$ cat config.mk
export PLATFORM = sky130hd
export DESIGN_NAME = serial_subtractor
export DESIGN_NICKNAME = d
export VERILOG_FILES = /design/src/rtl/serial_subtractor.sv
export SDC_FILE = /design/constraint.sdc
export NUM_CORES = 1
export LEC_CHECK = 0
export CAP_MARGIN = 20
export CORE_MARGIN = 8
export CORE_UTILIZATION = 42
export CTS_BUF_LIST = sky130_fd_sc_hd__clkbuf_16
export DETAILED_ROUTE_END_ITERATION = 10
export GPL_ROUTABILITY_DRIVEN = 0
export HOLD_SLACK_MARGIN = 0.06
export PLACE_DENSITY = 0.67
export SLEW_MARGIN = 20
export SYNTH_ARGS = -nofsm -noshare
export SYNTH_HDL_FRONTEND = slang
export SYNTH_SLANG_ARGS = --single-unit
export TNS_END_PERCENT = 100
$ cat constraint.sdc
create_clock -name clk -period 1.9 [get_ports clk]
set_input_delay 0.19 -clock clk [delete_from_list [all_inputs] [get_ports clk]]
set_output_delay 0.19 -clock clk [all_outputs]
set_load 0.05 [all_outputs]
$ cat src/rtl/serial_subtractor.sv
// Bit-serial subtractor: D = A - B - Bin, one full-subtractor step per clock, LSB first.
// A start/busy/done handshake frames each WIDTH-cycle operation, and the result flags are held between completions.
module serial_subtractor #(
    parameter int WIDTH = 4
) (
    input  logic             clk,
    input  logic             rst,
    input  logic             start,
    input  logic [WIDTH-1:0] A,
    input  logic [WIDTH-1:0] B,
    input  logic             Bin,
    output logic             busy,
    output logic             done,
    output logic [WIDTH-1:0] D,
    output logic             Bout,
    output logic             V,
    output logic             Z
);

    localparam int CNT_W = $clog2(WIDTH) + 1;
    localparam logic [CNT_W-1:0] CNT_LAST = CNT_W'(WIDTH - 1);

    localparam logic [1:0] S_IDLE  = 2'd0;
    localparam logic [1:0] S_SHIFT = 2'd1;
    localparam logic [1:0] S_DONE  = 2'd2;

    logic [1:0]       state_q, state_d;
    logic [WIDTH-1:0] a_sh_q, a_sh_d;
    logic [WIDTH-1:0] b_sh_q, b_sh_d;
    logic [WIDTH-1:0] r_q, r_d;
    logic             bor_q, bor_d;
    logic [CNT_W-1:0] cnt_q, cnt_d;
    logic [WIDTH-1:0] d_q, d_d;
    logic             bout_q, bout_d;
    logic             v_q, v_d;
    logic             z_q, z_d;

    logic             diff_bit;
    logic             bor_next;
    logic [WIDTH-1:0] r_next;

    // One full-subtractor cell working on the current LSBs.
    assign diff_bit = a_sh_q[0] ^ b_sh_q[0] ^ bor_q;
    assign bor_next = (~a_sh_q[0] & b_sh_q[0]) | (~(a_sh_q[0] ^ b_sh_q[0]) & bor_q);
    assign r_next   = {diff_bit, r_q[WIDTH-1:1]};

    always_comb begin
        state_d = state_q;
        a_sh_d  = a_sh_q;
        b_sh_d  = b_sh_q;
        r_d     = r_q;
        bor_d   = bor_q;
        cnt_d   = cnt_q;
        d_d     = d_q;
        bout_d  = bout_q;
        v_d     = v_q;
        z_d     = z_q;
        case (state_q)
            S_IDLE: begin
                if (start) begin
                    a_sh_d  = A;
                    b_sh_d  = B;
                    bor_d   = Bin;
                    cnt_d   = '0;
                    state_d = S_SHIFT;
                end
            end
            S_SHIFT: begin
                a_sh_d = a_sh_q >> 1;
                b_sh_d = b_sh_q >> 1;
                r_d    = r_next;
                bor_d  = bor_next;
                cnt_d  = cnt_q + 1'b1;
                if (cnt_q == CNT_LAST) begin
                    // On the MSB step bor_q is the borrow into the sign cell.
                    d_d     = r_next;
                    bout_d  = bor_next;
                    v_d     = bor_q ^ bor_next;
                    z_d     = (r_next == '0);
                    state_d = S_DONE;
                end
            end
            S_DONE: begin
                state_d = S_IDLE;
            end
            default: begin
                state_d = S_IDLE;
            end
        endcase
    end

    always_ff @(posedge clk or posedge rst) begin
        if (rst) begin
            state_q <= S_IDLE;
            a_sh_q  <= '0;
            b_sh_q  <= '0;
            r_q     <= '0;
            bor_q   <= 1'b0;
            cnt_q   <= '0;
            d_q     <= '0;
            bout_q  <= 1'b0;
            v_q     <= 1'b0;
            z_q     <= 1'b0;
        end else begin
            state_q <= state_d;
            a_sh_q  <= a_sh_d;
            b_sh_q  <= b_sh_d;
            r_q     <= r_d;
            bor_q   <= bor_d;
            cnt_q   <= cnt_d;
            d_q     <= d_d;
            bout_q  <= bout_d;
            v_q     <= v_d;
            z_q     <= z_d;
        end
    end

    assign busy = (state_q == S_SHIFT);
    assign done = (state_q == S_DONE);
    assign D    = d_q;
    assign Bout = bout_q;
    assign V    = v_q;
    assign Z    = z_q;

endmodule

==> summary.md, run 1 <==
| Metric | Value |
|---|---|
| Period utilization | 0.856 |
| XOR/XNOR Fraction of Synth Area | 0.00779 |
| Clk slew on worst S/H paths | ~0.06 ns |
| Synth cell types | 30 |
| Crit path max fanout | 13 |
| Combinational share of power | 0.478 |
| Reg2reg path depth | 4 |
| H-tree depth | 1 |
| Sw Share | 0.373 |
| Synthesis-to-layout area growth | 32.0% |
| Crit path required time | 1.71 ns |
| Hold Buf Count CTS | 0 |
| Post-synthesis average cell area | 12.1 sq um |
| Power density cells | between 1500 and 2000 mW/mm^2 |
| CP startpoint kind | register |
| Compound-Gate Fraction of Synth Area | 0.112 |
| Die Span Y | approximately 68 um |
| Setup TNS | 0 ns |
| Fraction of layout cells with a size suffix above 1 | 0.207 |
| Worst-margin pin slew | 0.502 ns |
| Number of synthesized flops with an enable pin | 0 |
| Reg2reg start | cnt_q[0] |
| Fmax | slightly above 600 MHz |
| # setup viols final | 0 |
| Pin count of the biggest net entering global routing | 25 |
| Prevailing post-synth register cell | dfrtp_1 |
| Setup bufs post-CTS | 0 |
| Clock buffer depth | 2 |
| R2R Setup Slk | approximately 0.4 ns |
| Antenna violations before repair | 0 |
| Max_cap viols | 0 |
| Final ANT Viol Nets | 0 |
| Leak | a little under 0.7 nW |
| Routed vias/inst | ~5.2 |
| Total gr overflow | 0 |
| Pint | between 1.5 and 2 mW |
| Die area | 0.00459 sq mm |
| # resized after CTS | 0 |
| Min Tclk post-route | about 1.6 ns |
| Pins over their slew limit | 0 |
| Setup CP Type | register to output pin |
| Outcome | completed |
| Remaining DRCs | 0 |
| I/O pins | 21 |
| First-pass GRT wire length | approximately 3700 um |
| Ys async rst share | 1.00 |
| Initial DRC Count | 23 |
| # port buffers | 20 |
| # rows | 18 |
| CTS tree | built |
| GRT Total Usage | 0.104 |
| HPWL after DPL | roughly 1500 um |
| CTS sink cnt | 24 |
| Yosys reg bits | 24 |
| Iteration count of the initial detailed-routing pass | 4 |
| Antenna fix cells | 0 |
| RSZ-0062 raised after global routing | no |
| Flop pwr share | 0.313 |
| Setup crit end kind | output pin |
| DR vias | 760 |
| Sw Pwr | 1.08 mW |
| Layout Cells excl Fill | about 150 |
| Detailed Route WL | 2110 um |
| Final hold slack | 0.276 ns |
| Core Footprint | ~0.0025 sq mm |
| Root buffer cell | clkbuf_16 |
| Synth Instances | just over 90 |
| Post-synthesis simple-gate area fraction | 0.132 |
| Min-Delay Path Class | input port to async pin |
| Filler cell count | 220 |
| Post-synthesis adder-cell area fraction | 0.0400 |
| Final hold violations | 0 |
| Final Power | 2.89 mW |
| Slew headroom | 0.664 |
| Main combinational cell family by area after synthesis | simple AND/OR/NAND/NOR gates |
| DR WL/cell | around 14 um |
| Nets | roughly 130 |
| Mux share of post-synthesis cell area | 0.108 |
| Worst-Skew Late Latency | roughly 0.26 ns |
| Placed instance count | approximately 140 |
| Clock skew | approximately 0.0038 ns |
| Synth warn | 0 |
| Clk pwr share | 0.210 |
| R2r endpoint | V |
| Post-synth net total | between 100 and 150 |
| Initial Util | 0.450 |
| Die Wd | approximately 68 um |
| Number of global-route vias before repair | a little over 800 |
| Synth Cell Area | roughly 0.0011 sq mm |
| WP data arrival | about 1.4 ns |
| Seq/Total Area, Yosys | 0.534 |
| Largest vdd supply drop | ~1100 uV |
| TritonCTS Buffers | 3 |
worst max path at each step:
stage / endpoint / slack (ns) / cells after the start / start
2_1_floorplan: done / 0.29 / 3 / state_q[1]
4_1_cts: done / 0.25 / 3 / state_q[1]
3_5_place_dp: b_sh_q[1] / 0.38 / 3 / start
5_1_grt: done / 0.19 / 3 / state_q[1]
6_report: done / 0.27 / 3 / state_q[1]
3_3_place_gp: a_sh_q[2] / 0.43 / 3 / start
cell usage after synthesis (all sizes together) (2+ instances only):
cell type  number  area share
nor2b           3       0.017
mux2i           2       0.018
dfrtp          24        0.53
nand3b          2       0.017
buf             4       0.022
nor2            5       0.017
nor3b           5       0.033
ha              2       0.022
mux2            9       0.090
o21ba           2       0.018
a221oi          6       0.047
inv            13       0.043
nand2           2      0.0067
cell families after synthesis:
group,count (synthesis)
AO/OA/AOI/OAI,14
XOR/XNOR,1
adder cells (fa/ha/maj),3
buffers and inverters,17
flip-flops,24
multiplexers,11
AND/OR/NAND/NOR,23
routing by layer:
layer  up-vias  routed length, um  global-route usage
li1        372                  -                   -
met1       366               1010               0.128
met2        18                927               0.164
met3         4                130              0.0265
met4         0                 38              0.0548
met5         -                  0                   0
layout by cell type, fill, tap and decap left out:
cell type,synthesis,final
nor2_1,5,5
nor4bb_1,1,1
inv_1,13,13
nor4b_1,1,1
o221a_2,1,1
nor3b_1,5,5
nor4_1,1,1
dfrtp_1,24,24
mux2_2,9,9
ha_1,2,2
nand2_1,2,2
a221oi_1,6,6
buf_12,0,2
buf_4,0,3
o22ai_1,1,1
a21o_1,1,1
clkdlybuf4s50_1,0,18
clkbuf_16,0,3
or2_2,1,1
or4b_1,1,1
nand3b_2,1,1
nor2b_1,3,3
a22o_1,1,1
xnor2_1,1,1
mux2i_1,2,2
nand2b_1,1,1
o21bai_2,1,1
nand3b_1,1,1
o21ba_2,2,2
o221ai_1,1,1
fa_1,1,1
bufinv_16,0,1
power groups by stage:
stage          combinational, mW  sequential (mW)  clock (mW)
2_1_floorplan              0.777             1.13           0
3_3_place_gp                1.37            0.908           0
3_5_place_dp                1.39            0.920           0
4_1_cts                     1.40            0.910       0.615
5_1_grt                     1.50            0.948       0.640
6_report                    1.38            0.904       0.606
cell type report:
cell class	instances	area [sq um]	share of cell area
Clock buffer	3	75.1	0.0505
Clock inverter	1	30.0	0.0202
Inverter	13	48.8	0.0329
Multi-Input combinational cell	52	450	0.303
Sequential cell	24	601	0.404
Tap cell	30	37.5	0.0253
Timing Repair Buffer	23	243	0.163
sequential cells by signal, summed over array words and instances, names as in the netlist:
name and flops:
b_sh_q 4, bor_q 1, state_q 2, cnt_q 3
Bout 1, r_q 3, Z 1, D 4
V 1, a_sh_q 4
worst max-delay path, stage by stage, from the launching register on:
cell and delay [ns]:
dfrtp_1 0.53, buf_4 0.23, nor2b_1 0.24, buf_12 0.17
stage by stage:
step / setup WS [ns] / util / instance area, sq um
3_3_place_gp: 0.425 / 0.552 / 1380
3_5_place_dp: 0.384 / 0.552 / 1380
6_report: 0.274 / 0.594 / 1490
4_1_cts: 0.251 / 0.594 / 1490
2_1_floorplan: 0.287 / - / 1120
5_1_grt: 0.189 / 0.594 / 1490
Note: power is estimated with default switching activity, not from simulation.
==> run 2, diff against run 1 <==
--- a/config.mk
+++ b/config.mk
@@ -5,14 +5,14 @@
 export SDC_FILE = /design/constraint.sdc
 export NUM_CORES = 1
 export LEC_CHECK = 0
-export CAP_MARGIN = 20
+export CAP_MARGIN = 10
 export CORE_MARGIN = 8
-export CORE_UTILIZATION = 42
+export CORE_UTILIZATION = 50
 export CTS_BUF_LIST = sky130_fd_sc_hd__clkbuf_16
 export DETAILED_ROUTE_END_ITERATION = 10
 export GPL_ROUTABILITY_DRIVEN = 0
-export HOLD_SLACK_MARGIN = 0.06
-export PLACE_DENSITY = 0.67
+export HOLD_SLACK_MARGIN = 0.08
+export PLACE_DENSITY = 0.77
 export SLEW_MARGIN = 20
 export SYNTH_ARGS = -nofsm -noshare
 export SYNTH_HDL_FRONTEND = slang
==> run 2 against run 1 <==
Non-clock buffer count unchanged. Global-route usage increased by 1.2 points. First-iteration DRC count decreased by 74%. Via count decreased by 0.13%. Combinational power about the same. Core utilization increased by 7.7 points.
==> summary.md, run 2 (synthesis results as in run 1) <==
| Metric | Value |
|---|---|
| Commonest non-fill, non-tap cell in the layout | dfrtp_1 (unchanged) |
| Slowest cell delay on critical path | 0.81 ns (was 0.53 ns) |
| Outcome | completed (unchanged) |
| Final hold violations | 0 (unchanged) |
| Setup crit end kind | output pin (unchanged) |
| Remaining DRCs | 0 (unchanged) |
| Pint | 1.68 mW (was 1.81 mW) |
| Nets | 132 (unchanged) |
| # port buffers | 20 (unchanged) |
| Root buffer cell | clkbuf_16 (unchanged) |
| Die Span Y | 63.4 um (was 67.8 um) |
| Clock skew | 0.00675 ns (was 0.00379 ns) |
| H-tree depth | 1 (unchanged) |
| Crit path max fanout | 2 (was 13) |
| Hold Buf Count CTS | 0 (unchanged) |
| CP startpoint kind | register (unchanged) |
| HPWL after DPL | 1570 um (was 1510 um) |
| CP cell instances | clkdlybuf4s50_1 (was buf_4 -> nor2b_1 -> buf_12) |
| Clk pwr share | 0.165 (was 0.210) |
| Clk slew on worst S/H paths | 0.06 ns (about the same) |
| Antenna violations before repair | 0 (unchanged) |
| Reg2reg start | cnt_q[0] (unchanged) |
| Final hold slack | 0.273 ns (was 0.276 ns) |
| Setup TNS | 0 ns (unchanged) |
| Initial Util | 0.518 (was 0.450) |
| Crit path required time | 1.71 ns (about the same) |
| CTS tree | built (unchanged) |
| Antenna fix cells | 0 (unchanged) |
| Register area | 601 sq um (unchanged) |
| Worst-margin pin slew | 0.506 ns (was 0.502 ns) |
| Total gr overflow | 0 (unchanged) |
| Initial DRC Count | 6 (was 23) |
| Detailed Route WL | 2150 um (was 2110 um) |
| Clock buffer depth | 2 (unchanged) |
| Fmax | 622 MHz (was 615 MHz) |
| Crit path max-delay family | buffers and inverters (was flip-flops) |
| Core Footprint | 0.00217 sq mm (was 0.00250 sq mm) |
| Min Tclk post-route | 1.61 ns (was 1.63 ns) |
| WP data arrival | 1.42 ns (was 1.44 ns) |
| Sw Share | 0.393 (was 0.373) |
| # resized after CTS | 0 (unchanged) |
| First-pass GRT wire length | 3790 um (was 3660 um) |
| Die Wd | 63.4 um (was 67.8 um) |
| Min-Delay Path Class | input port to async pin (unchanged) |
| Leak | 0.668 nW (was 0.680 nW) |
| # setup viols final | 0 (unchanged) |
| # rows | 17 (was 18) |
| Fraction of layout cells with a size suffix above 1 | 0.198 (was 0.207) |
| Slew headroom | 0.662 (was 0.664) |
| Die area | 0.00402 sq mm (was 0.00459 sq mm) |
| I/O pins | 21 (unchanged) |
| Pin count of the biggest net entering global routing | 25 (unchanged) |
| Combinational share of power | 0.510 (was 0.478) |
| Filler cell count | 181 (was 220) |
| Setup CP Type | register to output pin (unchanged) |
| Crit path buffers/inverters | 1 (was 2) |
| Number of global-route vias before repair | 805 (was 823) |
| Final ANT Viol Nets | 0 (unchanged) |
| Synthesis-to-layout area growth | 29.5% (was 32.0%) |
| Sw Pwr | 1.09 mW (was 1.08 mW) |
| CTS sink cnt | 24 (unchanged) |
| Worst setup path start | D[1] (was state_q[1]) |
| Commonest cells after routing, fill and taps aside | dfrtp_1 (24), clkdlybuf4s50_1 (18), inv_1 (13), mux2_2 (9), a221oi_1 (6) (unchanged) |
| Crit-path slowest cell | clkdlybuf4s50_1 (was dfrtp_1) |
| DR vias | 759 (was 760) |
| RSZ-0062 raised after global routing | no (unchanged) |
| TritonCTS Buffers | 3 (unchanged) |
| Period utilization | 0.846 (was 0.856) |
| Max_cap viols | 0 (unchanged) |
| Power density cells | 1900 mW/mm^2 (was 1950 mW/mm^2) |
| Pins over their slew limit | 0 (unchanged) |
| Worst-Skew Late Latency | 0.26 ns (about the same) |
| Largest vdd supply drop | 1020 uV (was 1140 uV) |
| Iteration count of the initial detailed-routing pass | 2 (was 4) |
| GRT Total Usage | 0.116 (was 0.104) |
| Flop pwr share | 0.325 (was 0.313) |
| DR WL/cell | 14.9 um (was 14.4 um) |
| Routed vias/inst | 5.27 (was 5.21) |
| Setup bufs post-CTS | 0 (unchanged) |
| Multi-input gate area | 450 sq um (unchanged) |
[run 2: changes by cell type in the layout (fill, tap and decap cells not counted)]
cell / change
clkinv_1: +1
bufinv_16: -1
[run 2: power by group through the flow]
stage               logic, mW  registers (mW)  clock network [mW]
CTS                      1.43           0.900               0.464
floorplan               0.777            1.13                   0
global placement         1.37           0.892                   0
global route             1.53           0.927               0.482
detailed placement       1.42           0.905                   0
finish                   1.41           0.896               0.457
[run 2: final timing paths]
kind,endpoint,slack (ns),depth (start not counted)
setup / recovery,D[1],0.29,1
hold / removal,Z,0.27,3
setup reg to reg,D[1],0.42,4
hold reg to reg,cnt_q[0],0.49,1
max in group asynchronous,bor_q,1.40,3
min in group clk,cnt_q[0],0.49,1
[run 2: per-layer routing]
| layer | GRT usage | share of wire | up-vias | wire length (um) |
|---|---|---|---|---|
| met1 | 0.128 | 0.44 | 362 | 941 |
| met4 | 0.0585 | 0.023 | 0 | 49 |
| met5 | 0 | 0 | - | 0 |
| li1 | - | - | 374 | - |
| met3 | 0.0459 | 0.061 | 5 | 130 |
| met2 | 0.189 | 0.48 | 18 | 1020 |
[run 2: cell type report]
type                    instances  share of cell area
clock inverters                 1             0.00258
repair buffers                 23               0.167
inverters                      13              0.0335
multi-input cells              52               0.309
well taps                      28              0.0241
flip-flops and latches         24               0.412
clock buffers                   3              0.0515
[run 2: metrics by stage]
step	setup WS, ns	total power [mW]	cell area (sq um)	utilization	std cells
6_report	0.292	2.76	1460	0.671	144
3_5_place_dp	0.384	2.32	1380	0.635	140
5_1_grt	0.248	2.94	1460	0.671	144
4_1_cts	0.279	2.79	1460	0.671	144
2_1_floorplan	0.287	1.91	1120	-	93
3_3_place_gp	0.432	2.26	1380	0.635	140
==> run 3, diff against run 2 <==
==> constraint.sdc (replaced) <==
create_clock -name clk -period 1.7 [get_ports clk]
set_input_delay 0.17 -clock clk [delete_from_list [all_inputs] [get_ports clk]]
set_output_delay 0.17 -clock clk [all_outputs]
set_load 0.05 [all_outputs]
==> run 3 against run 2 <==
Sequential power grew 16%. First-iteration DRC count rose by 33%. Critical path depth is the same. Routed wire length is 1.7% higher. Worst hold slack got worse by 0.014 ns. Clock power increased by 48%. Cell area is 1.8% higher. Flip-flop and latch count stayed put. Clock skew rose by 0.0013 ns. Cell count unchanged.
==> summary.md, run 3 (synthesis results as in run 1) <==
| Metric | Value |
|---|---|
| Setup bufs post-CTS | 0 (unchanged) |
| GRT Total Usage | 0.120 (was 0.116) |
| DR vias | 743 (was 759) |
| Root buffer cell | clkbuf_16 (unchanged) |
| I/O pins | 21 (unchanged) |
| Detailed Route WL | 2180 um (was 2150 um) |
| Initial DRC Count | 8 (was 6) |
| Remaining DRCs | 0 (unchanged) |
| Commonest non-fill, non-tap cell in the layout | dfrtp_1 (unchanged) |
| First-pass GRT wire length | 3910 um (was 3790 um) |
| Number of global-route vias before repair | 822 (was 805) |
| Crit path buffers/inverters | 1 (unchanged) |
| DR WL/cell | 15.2 um (was 14.9 um) |
| Crit path required time | 1.53 ns (was 1.71 ns) |
| HPWL after DPL | 1620 um (was 1570 um) |
| Die Wd | 63.4 um (unchanged) |
| Crit path max fanout | 2 (unchanged) |
| Min-Delay Path Class | input port to async pin (unchanged) |
| # setup viols final | 0 (unchanged) |
| WP data arrival | 1.45 ns (was 1.42 ns) |
| Fraction of layout cells with a size suffix above 1 | 0.207 (was 0.198) |
| Clock skew | 0.00804 ns (was 0.00675 ns) |
| Outcome | completed (unchanged) |
| Worst setup path start | D[1] (unchanged) |
| Worst-margin pin slew | 0.522 ns (was 0.506 ns) |
| Crit path max-delay family | buffers and inverters (unchanged) |
| Total gr overflow | 0 (unchanged) |
| Max_cap viols | 0 (unchanged) |
| TritonCTS Buffers | 3 (unchanged) |
| Slew headroom | 0.651 (was 0.662) |
| Setup TNS | 0 ns (unchanged) |
| Placed instance count | 140 (unchanged) |
| Largest vdd supply drop | 1110 uV (was 1020 uV) |
| Reg2reg start | cnt_q[0] (unchanged) |
| Clock buffer depth | 2 (unchanged) |
| Antenna violations before repair | 0 (unchanged) |
| Fmax | 615 MHz |
| Commonest cells after routing, fill and taps aside | dfrtp_1 (24), clkdlybuf4s50_1 (18), inv_1 (13), mux2_2 (9), a221oi_1 (6) (unchanged) |
| CP cell instances | clkdlybuf4s50_1 (unchanged) |
| Final ANT Viol Nets | 0 (unchanged) |
| Synthesis-to-layout area growth | 31.8% (was 29.5%) |
| Power density cells | 2190 mW/mm^2 (was 1900 mW/mm^2) |
| CTS tree | built (unchanged) |
| Antenna fix cells | 0 (unchanged) |
| Iteration count of the initial detailed-routing pass | 2 (unchanged) |
| Final hold violations | 0 (unchanged) |
| Setup CP Type | register to output pin (unchanged) |
| Pins over their slew limit | 0 (unchanged) |
| Crit-path slowest cell | clkdlybuf4s50_1 (unchanged) |
| Setup crit end kind | output pin (unchanged) |
| Clk slew on worst S/H paths | 0.07 ns (was 0.06 ns) |
| CTS sink cnt | 24 (unchanged) |
| Die area | 0.00402 sq mm (unchanged) |
| Pin count of the biggest net entering global routing | 25 (unchanged) |
| H-tree depth | 1 (unchanged) |
| Core Footprint | 0.00217 sq mm (unchanged) |
| Initial Util | 0.518 (unchanged) |
| # port buffers | 20 (unchanged) |
| # rows | 17 (unchanged) |
| Leak | 0.680 nW (was 0.668 nW) |
| Layout Cells excl Fill | 144 (unchanged) |
| # resized after CTS | 0 (unchanged) |
| Hold Buf Count CTS | 0 (unchanged) |
| Die Span Y | 63.4 um (unchanged) |
| Worst-Skew Late Latency | 0.26 ns (about the same) |
| RSZ-0062 raised after global routing | no (unchanged) |
| Fin util | 0.683 (was 0.671) |
| Min Tclk post-route | approximately 1.6 ns |
| Final Power | 3.25 mW (was 2.76 mW) |
| Period utilization | 0.956 |
| CP startpoint kind | register (unchanged) |
| Slowest cell delay on critical path | 0.83 ns (was 0.81 ns) |
| Nets | 132 (unchanged) |
| Routed vias/inst | 5.16 (was 5.27) |
[run 3: layout make-up]
type / count / area, sq um
Fill cell: 171 / 687
Sequential cell: 24 / 601
Clock inverter: 1 / 30.0
Inverter: 13 / 48.8
Timing Repair Buffer: 23 / 243
Tap cell: 28 / 35.0
Clock buffer: 3 / 75.1
Multi-Input combinational cell: 52 / 450
[run 3: power by group]
group          total, mW  internal (mW)  leakage (nW)  switching [mW]
sequential          1.04          0.847         0.291           0.190
clock              0.675          0.468        0.0511           0.207
combinational       1.54          0.711         0.338           0.831
total               3.25           2.03         0.680            1.23
[run 3: worst paths after layout]
check	to	slack [ns]	cells past startpoint
hold / removal	r_q[3]	0.26	3
max in group asynchronous	Bout	1.20	3
setup / recovery	D[1]	0.08	1
min in group clk	cnt_q[0]	0.49	1
setup reg to reg	Z	0.24	4
hold reg to reg	cnt_q[0]	0.49	1
[run 3: metrics by stage]
| stage | hold WS [ns] | setup slack (ns) | area (sq um) |
|---|---|---|---|
| after global routing | 0.294 | 0.0342 | 1480 |
| after global placement | 0.466 | 0.224 | 1380 |
| after CTS | 0.273 | 0.0649 | 1480 |
| after floorplan | 0.185 | 0.107 | 1120 |
| after detailed placement | 0.481 | 0.197 | 1380 |
| final | 0.259 | 0.0751 | 1480 |
[run 3: layer usage]
layer	track usage	vias to the layer above	wire, um
met1	0.145	351	1040
met3	0.0442	2	109
met4	0.0501	0	34
li1	-	372	-
met2	0.188	18	999
met5	0	-	0
